<file path="src/rtl/spi_minion_arbiter_if.sv">
// ----------------------------------------------------------------------------
// spi_minion_arbiter_if
// Bundles every handshake/bus signal between the SPI minion arbiter, its
// on-chip requesters and the shared SPI minion adapter.
//
// Parameters
//   nbits   : adapter word width including the 2 SPI control bits
//   NUM_REQ : number of requesters sharing the adapter
//
// Signals (DW = nbits-2)
//   req_recv_val/rdy/msg : requesters -> arbiter (msg flattened, i owns [i*DW +: DW])
//   adp_recv_val/rdy/msg : arbiter -> adapter recv port
//   adp_send_val/rdy/msg : adapter send port -> arbiter
//   req_send_val/rdy/msg : arbiter -> requesters (msg shared by all requesters)
//   bad_addr             : pulse when a downstream message is dropped
//
// Modports
//   master : the arbiter itself
//   slave  : the environment around it (requesters + adapter)
// ----------------------------------------------------------------------------
interface spi_minion_arbiter_if #(
    parameter int nbits   = 8,
    parameter int NUM_REQ = 2
);
    localparam int DW = nbits - 2;

    logic [NUM_REQ-1:0]    req_recv_val;
    logic [NUM_REQ-1:0]    req_recv_rdy;
    logic [NUM_REQ*DW-1:0] req_recv_msg;
    logic                  adp_recv_val;
    logic                  adp_recv_rdy;
    logic [DW-1:0]         adp_recv_msg;
    logic                  adp_send_val;
    logic                  adp_send_rdy;
    logic [DW-1:0]         adp_send_msg;
    logic [NUM_REQ-1:0]    req_send_val;
    logic [NUM_REQ-1:0]    req_send_rdy;
    logic [DW-1:0]         req_send_msg;
    logic                  bad_addr;

    modport master (
        input  req_recv_val, req_recv_msg, adp_recv_rdy,
        input  adp_send_val, adp_send_msg, req_send_rdy,
        output req_recv_rdy, adp_recv_val, adp_recv_msg,
        output adp_send_rdy, req_send_val, req_send_msg, bad_addr
    );

    modport slave (
        output req_recv_val, req_recv_msg, adp_recv_rdy,
        output adp_send_val, adp_send_msg, req_send_rdy,
        input  req_recv_rdy, adp_recv_val, adp_recv_msg,
        input  adp_send_rdy, req_send_val, req_send_msg, bad_addr
    );
endinterface

</file>
<file path="src/rtl/spi_minion_arbiter.sv">
// ----------------------------------------------------------------------------
// spi_minion_arbiter
// Shares one SPI minion adapter between NUM_REQ on-chip requesters.
//   Upstream  : round-robin arbitration of requester messages into a one-entry
//               buffer feeding the adapter recv port; the winning requester
//               index replaces the top AW message bits.
//   Downstream: adapter send-port messages go through a one-entry buffer and
//               are presented to the requester named by their top AW bits.
//               Messages addressing a non-existent requester are consumed and
//               reported with a one-cycle bad_addr pulse.
// The two directions share no state.
//
// Ports
//   clk   : clock, all state updates on posedge
//   reset : synchronous, active-high
//   bus   : spi_minion_arbiter_if.master (all handshake/bus signals)
// ----------------------------------------------------------------------------
module spi_minion_arbiter #(
    parameter int nbits   = 8,
    parameter int NUM_REQ = 2
) (
    input  logic                 clk,
    input  logic                 reset,
    spi_minion_arbiter_if.master bus
);
    localparam int DW = nbits - 2;
    localparam int AW = $clog2(NUM_REQ);

    // ------------------------------------------------------------------
    // Upstream: requesters -> adapter
    // ------------------------------------------------------------------
    logic          up_full;
    logic [DW-1:0] up_msg;
    logic [AW-1:0] rr_ptr;
    logic          up_found;
    logic [AW-1:0] up_gidx;
    logic          up_grant;
    logic [AW:0]   up_idx;
    logic [AW-1:0] up_cand;
    logic [DW-1:0] up_win_msg;
    logic [AW-1:0] unused_win_addr;

    // Round-robin search starting at rr_ptr; up_idx has one spare bit so the
    // wrap test cannot overflow.
    always_comb begin
        up_found = 1'b0;
        up_gidx  = '0;
        up_idx   = '0;
        up_cand  = '0;
        for (int k = 0; k < NUM_REQ; k++) begin
            up_idx = {1'b0, rr_ptr} + (AW+1)'(k);
            if (up_idx >= (AW+1)'(NUM_REQ)) begin
                up_idx = up_idx - (AW+1)'(NUM_REQ);
            end
            up_cand = up_idx[AW-1:0];
            if (!up_found && bus.req_recv_val[up_cand]) begin
                up_found = 1'b1;
                up_gidx  = up_cand;
            end
        end
    end

    assign up_win_msg      = bus.req_recv_msg[int'(up_gidx)*DW +: DW];
    // The requester's own top bits are overwritten by the tag.
    assign unused_win_addr = up_win_msg[DW-1 -: AW];

    // Grant only when the buffer is empty or draining this cycle.
    assign up_grant = up_found && (!up_full || bus.adp_recv_rdy) && !reset;

    always_comb begin
        bus.req_recv_rdy = '0;
        if (up_grant) begin
            bus.req_recv_rdy[up_gidx] = 1'b1;
        end
    end

    always_ff @(posedge clk) begin
        if (reset) begin
            up_full <= 1'b0;
            rr_ptr  <= '0;
        end else if (up_grant) begin
            up_full <= 1'b1;
            rr_ptr  <= (up_gidx == AW'(NUM_REQ-1)) ? '0 : up_gidx + AW'(1);
        end else if (bus.adp_recv_rdy) begin
            up_full <= 1'b0;
        end
    end

    always_ff @(posedge clk) begin
        if (up_grant) begin
            up_msg <= {up_gidx, up_win_msg[DW-AW-1:0]};
        end
    end

    assign bus.adp_recv_val = up_full;
    assign bus.adp_recv_msg = up_msg;

    // ------------------------------------------------------------------
    // Downstream: adapter -> requesters
    // ------------------------------------------------------------------
    logic          dn_full;
    logic [DW-1:0] dn_msg;
    logic [AW-1:0] dn_dst;
    logic [AW-1:0] dn_addr;
    logic          dn_addr_ok;
    logic          dn_fire;
    logic          dn_rdy;
    logic          dn_accept;
    logic          bad_addr_q;

    assign dn_addr = bus.adp_send_msg[DW-1 -: AW];

    // With a power-of-two requester count every address is valid.
    generate
        if ((1 << AW) == NUM_REQ) begin : g_addr_pow2
            assign dn_addr_ok = 1'b1;
        end else begin : g_addr_range
            assign dn_addr_ok = (dn_addr < AW'(NUM_REQ));
        end
    endgenerate

    // Only the addressed requester's rdy matters: a stalled target blocks
    // everything behind it.
    assign dn_fire   = dn_full && bus.req_send_rdy[dn_dst];
    assign dn_rdy    = (!dn_full || dn_fire) && !reset;
    assign dn_accept = bus.adp_send_val && dn_rdy;

    always_ff @(posedge clk) begin
        if (reset) begin
            dn_full    <= 1'b0;
            bad_addr_q <= 1'b0;
        end else begin
            bad_addr_q <= dn_accept && !dn_addr_ok;
            if (dn_accept && dn_addr_ok) begin
                dn_full <= 1'b1;
            end else if (dn_fire) begin
                dn_full <= 1'b0;
            end
        end
    end

    always_ff @(posedge clk) begin
        if (dn_accept && dn_addr_ok) begin
            dn_msg <= bus.adp_send_msg;
            dn_dst <= dn_addr;
        end
    end

    always_comb begin
        bus.req_send_val = '0;
        for (int i = 0; i < NUM_REQ; i++) begin
            bus.req_send_val[i] = dn_full && (dn_dst == AW'(i));
        end
    end

    assign bus.adp_send_rdy = dn_rdy;
    assign bus.req_send_msg = dn_msg;
    assign bus.bad_addr     = bad_addr_q;

endmodule

</file>
<file path="src/flat_wrapper.sv">
// flat-port wrapper written by rule: the top's interface ports become plain ports
module spi_minion_arbiter_flat 
#(
    parameter int nbits   = 8,
    parameter int NUM_REQ = 2
)
  (clk, reset, bus_req_recv_val, bus_req_recv_msg, bus_adp_recv_rdy, bus_adp_send_val, bus_adp_send_msg, bus_req_send_rdy, bus_req_recv_rdy, bus_adp_recv_val, bus_adp_recv_msg, bus_adp_send_rdy, bus_req_send_val, bus_req_send_msg, bus_bad_addr);
  spi_minion_arbiter_if #(.nbits(nbits), .NUM_REQ(NUM_REQ)) bus_i ();
  input  logic clk;
  input  logic reset;
  input wire logic [$bits(bus_i.req_recv_val)-1:0] bus_req_recv_val;
  input wire logic [$bits(bus_i.req_recv_msg)-1:0] bus_req_recv_msg;
  input wire logic [$bits(bus_i.adp_recv_rdy)-1:0] bus_adp_recv_rdy;
  input wire logic [$bits(bus_i.adp_send_val)-1:0] bus_adp_send_val;
  input wire logic [$bits(bus_i.adp_send_msg)-1:0] bus_adp_send_msg;
  input wire logic [$bits(bus_i.req_send_rdy)-1:0] bus_req_send_rdy;
  output wire logic [$bits(bus_i.req_recv_rdy)-1:0] bus_req_recv_rdy;
  output wire logic [$bits(bus_i.adp_recv_val)-1:0] bus_adp_recv_val;
  output wire logic [$bits(bus_i.adp_recv_msg)-1:0] bus_adp_recv_msg;
  output wire logic [$bits(bus_i.adp_send_rdy)-1:0] bus_adp_send_rdy;
  output wire logic [$bits(bus_i.req_send_val)-1:0] bus_req_send_val;
  output wire logic [$bits(bus_i.req_send_msg)-1:0] bus_req_send_msg;
  output wire logic [$bits(bus_i.bad_addr)-1:0] bus_bad_addr;
  assign bus_i.req_recv_val = bus_req_recv_val;
  assign bus_i.req_recv_msg = bus_req_recv_msg;
  assign bus_i.adp_recv_rdy = bus_adp_recv_rdy;
  assign bus_i.adp_send_val = bus_adp_send_val;
  assign bus_i.adp_send_msg = bus_adp_send_msg;
  assign bus_i.req_send_rdy = bus_req_send_rdy;
  assign bus_req_recv_rdy = bus_i.req_recv_rdy;
  assign bus_adp_recv_val = bus_i.adp_recv_val;
  assign bus_adp_recv_msg = bus_i.adp_recv_msg;
  assign bus_adp_send_rdy = bus_i.adp_send_rdy;
  assign bus_req_send_val = bus_i.req_send_val;
  assign bus_req_send_msg = bus_i.req_send_msg;
  assign bus_bad_addr = bus_i.bad_addr;
  spi_minion_arbiter #(.nbits(nbits), .NUM_REQ(NUM_REQ)) u_core (.clk(clk), .reset(reset), .bus(bus_i));
endmodule
</file>
<file path="config.mk">
export PLATFORM = sky130hd
export DESIGN_NAME = spi_minion_arbiter_flat
export DESIGN_NICKNAME = d
export VERILOG_FILES = /design/src/rtl/spi_minion_arbiter_if.sv /design/src/rtl/spi_minion_arbiter.sv /design/src/flat_wrapper.sv
export SDC_FILE = /design/constraint.sdc
export NUM_CORES = 1
export LEC_CHECK = 0
export ABC_CLOCK_PERIOD_IN_PS = 1800
export BUFFER_PORTS_ARGS = -buffer_cell sky130_fd_sc_hd__buf_2
export CAP_MARGIN = 20
export CELL_PAD_IN_SITES_DETAIL_PLACEMENT = 0
export CELL_PAD_IN_SITES_GLOBAL_PLACEMENT = 1
export CORE_MARGIN = 1
export CORE_UTILIZATION = 29
export DETAILED_ROUTE_END_ITERATION = 8
export GPL_ROUTABILITY_DRIVEN = 0
export PLACE_DENSITY = 0.76
export SLEW_MARGIN = 10
export SYNTH_ARGS = -nofsm -noshare
export SYNTH_HDL_FRONTEND = slang
export SYNTH_SLANG_ARGS = --single-unit
</file>
<file path="constraint.sdc">
create_clock -name clk -period 1.8 [get_ports clk]
set_input_delay 0.09 -clock clk [delete_from_list [all_inputs] [get_ports clk]]
set_output_delay 0.09 -clock clk [all_outputs]
set_load 0.01 [all_outputs]
</file>
==> impl.org <==
** Floorplanning
- The floorplan step defined a core boundary enclosing 0.00202 mm^2.
- From left edge to right edge, the die measures a little under 50 um.
- For this configuration, the core starts out at a cell density of a little under a third.
- Number of top-level pins :: 45
- Die ar. :: 0.00242 mm^2
- In this run the vertical extent of the chip is 49.2 um.
- Count of standard-cell rows :: 16

** Synthesis
- During synthesis, Yosys emitted a total of 0 warnings.
- Post-synthesis sequential area ratio :: 65.0%
- Yosys mapped the design onto 20 distinct sky130hd cell types.
- Average cell area after synthesis :: 14.4 um^2
- After synthesis the netlist holds a flip-flop and latch count of 15.
- Synthesized area :: 647 um^2
- Synth area leader :: edfxtp_1
- Net count of the mapped netlist :: 71
- Share of the synthesized area in the top cell type :: 55.7%
- Sorting the synthesized cells by area gives the leading types as edfxtp_1, mux2_4, dfxtp_1.
- Count of mapped cells out of synthesis :: 45

** Detailed routing
- Dividing the detail-routed via count by the number of cells gives 4.25.
- Detailed routing inserted a total of ~520 vias.
- Detailed-route DRC error count :: 0
- WL/cell :: 11.1 um
- In this run the remaining antenna-violating nets after routing total 0.
- For this block, the initial DRC count from the detailed router was 4.
- The final layout contains routed wiring with a total length of 1350 um.
- The first detailed-routing pass took 4 iterations.

** Power
- Leakage dissipation :: 0.454 nW
- Part of the total power dissipated in sequential elements :: roughly 56%
- The analysis attributes to net switching a power of 0.165 mW.
- Internal power comes to 0.554 mW.
- Cell Pwr Density :: 742 mW/mm^2
- Net switching is 23.0% of the power.
- Proportion of power drawn by combinational gates :: ~18%
- Portion of total power attributed to the clock network :: 26.0%
- VDD sags by at most 0.313 mV.

** Setup path
- In this design, the stage delay of the slowest critical-path cell is 0.44 ns.
- The worst register-to-register path has a setup slack of 0.38 ns.
- The critical path goes through mux2i_1 > and2_1 > nor3b_1 > buf_4.
- Crit path buf inv count :: 1
- Critical register-to-register path startpoint :: u_core.dn_dst
- Counting cells, the worst reg-to-reg path comes to 4.
- On the critical path, the stage with the largest delay is an instance of edfxtp_1.
- Dominant delay contributor by cell family on the critical path :: flip-flops
- STA classifies the critical path startpoint as a flop.
- Data on the critical path arrives at its endpoint at 1.42 ns.
- Along the worst path, the maximum fanout reaches 6.
- The critical path starts at u_core.dn_dst.
- STA classifies the critical path endpoint as a flop.
- Required time reported for the critical path endpoint :: between 1.5 and 2 ns
- The worst register-to-register path ends at u_core.bus.req_send_msg[4].
- By startpoint and endpoint, the worst setup path is classified as flop to flop.

** Global route
- The via count of the first global-routing pass came to around 500.
- Summed over all layers, the global routing overflow is 0.
- Entering global routing, the biggest net connects 9 pins.
- The first global-routing pass estimated 2060 um of wire.
- In the global route stage, overall resource usage came out at between 10% and 20%.
- Antenna violations before repair :: 0

** Outcome
- The flow ran to the end, and the final reports show no timing, DRC or antenna violations.

** Timing
- On the final layout, the worst clock skew is 0.00371 ns.
- Fin. Hold Viols :: 0
- In the post-route analysis, the smallest setup slack over all paths is 0.379 ns.
- RSZ-0062 raised after global routing :: false
- Adding up every negative setup slack in the final design gives 0 ns.
- Hold_ws :: around 0.041 ns
- Crit share post-route :: 78.9%
- The max-slew violation count came to 0.
- Number of setup violations in the final report :: 0
- Highest clock frequency the design can meet :: 0.704 GHz
- Final min period :: 1.42 ns

** Cells and area
- Cells with a size suffix above 1 make up between 50% and 60% of the layout.
- Net count reported at finish :: 122
- Layout overhead on the synthesized area :: 49.7%
- For this run, the number of standard cells in the final layout without fillers is 122.
- Most frequent cells in the layout :: buf_2, edfxtp_1, dlygate4sd3_1
- Measured on the finished design, the core utilization comes to 47.9%.
- The repair_antennas step left the layout with diodes totalling 0.
- The filler cells instantiated in the layout total 192.
- The library cell used most frequently in the layout, excluding fill and tap cells, is buf_2.

** Clock network
- Clock latency on the worst-skew pair :: 0.28 ns
- TritonCTS built the clock tree.
- Post-CTS repair changed the size of 0 cells.
- The number of setup buffers added after CTS is 0.
- Post-CTS Hold Fix Bufs :: 6
- H-tree Lvls :: 1
- Clock-pin slew was measured on the worst setup and hold paths at about 0.090 ns.
- Number of clock sinks :: 15
- In this run the deepest clock path goes through 2 buffers.
- In this run, CTS created clock tree buffers numbering 3.
- Clock tree synthesis selected as its root buffer the cell clkbuf_4.

** Hold path
- Beginning of the worst hold path :: bus_adp_send_val
- Cell depth of the worst hold path :: 3
- HP Class :: input port to flop
- Hold path endpoint :: u_core.dn_full

** Placement
- OpenSTA, run right after detailed placement, puts the worst setup slack at a little over 0.4 ns.
- Port buffer count :: 41
- After detailed placement, the design holds a cell count of 112.

** Flow run
- Max-Cap Viols :: 0
## metrics by stage
stage	power [mW]	area [um^2]
final	0.719	968
after detailed placement	0.530	882
after CTS	0.724	968
after floorplan	0.477	647
after global routing	0.757	968
after global placement	0.527	882
## area by class of cell
type	instances	area [um^2]	share of cell area (%)
clock buffers	4	26.3	2.71
flip-flops and latches	15	420	43.4
repair buffers	49	280	28.9
multi-input cells	24	196	20.3
inverters	3	11.3	1.16
well taps	27	33.8	3.49
## how the worst max path moves through the flow
stage | end | slack [ns] | cells after the start
floorplan | u_core.bus.req_send_msg[0] | 0.17 | 3
CTS | u_core.bus.req_send_msg[4] | 0.38 | 4
global placement | u_core.bus.req_send_msg[4] | 0.41 | 4
global route | u_core.bus.req_send_msg[1] | 0.29 | 4
detailed placement | u_core.bus.req_send_msg[1] | 0.42 | 4
finish | u_core.bus.req_send_msg[4] | 0.38 | 4
## metal layers
metal	wire [um]	up-vias	GRT usage [%]	share of wire [%]
met4	19	0	10.3	1.4
met2	729	21	20.8	54
met5	0	-	0	0
li1	-	261	-	-
met1	515	235	12.1	38
met3	84	2	2.49	6.2
## state kept, by name, summed over array words and instances, names as in the netlist
name,flops
u_core.bus.adp_recv_msg,6
u_core.dn_dst,1
u_core.dn_full,1
u_core.bus.req_send_msg,5
u_core.bus.adp_recv_val,1
u_core.rr_ptr,1
## synthesized netlist by cell type
cell	number
edfxtp_1	12
mux2_4	5
dfxtp_1	3
nor2_1	3
a21oi_1	2
and2_1	2
buf_4	2
inv_2	2
nor2b_1	2
nor3_1	2
a2111oi_0	1
a211oi_1	1
clkbuf_1	1
conb_1	1
inv_1	1
mux2i_1	1
nor3b_1	1
o21ai_0	1
o21ai_4	1
or3_1	1
## cells by family (layout without fill, tap and decap cells)
logic type,Yosys count,after routing,share of synthesized area (%)
mux,6,6,13.2
flops,15,15,65.0
simple gates,11,11,9.28
buf+inv,6,56,4.64
other cells,1,1,0.580
compound gates,6,6,7.35
## worst register-to-register path: stages, from the launching register on
cell and delay (ns):
edfxtp_1 0.44, mux2i_1 0.16, and2_1 0.17, nor3b_1 0.19, buf_4 0.18
## power groups by stage
stage | Combinational [mW] | Sequential [mW] | Clock (mW)
floorplan | 0.0544 | 0.422 | 0
finish | 0.126 | 0.406 | 0.187
global route | 0.136 | 0.408 | 0.213
detailed placement | 0.116 | 0.414 | 0
global placement | 0.114 | 0.413 | 0
CTS | 0.127 | 0.406 | 0.191
Power figures use the tool's default switching activity.
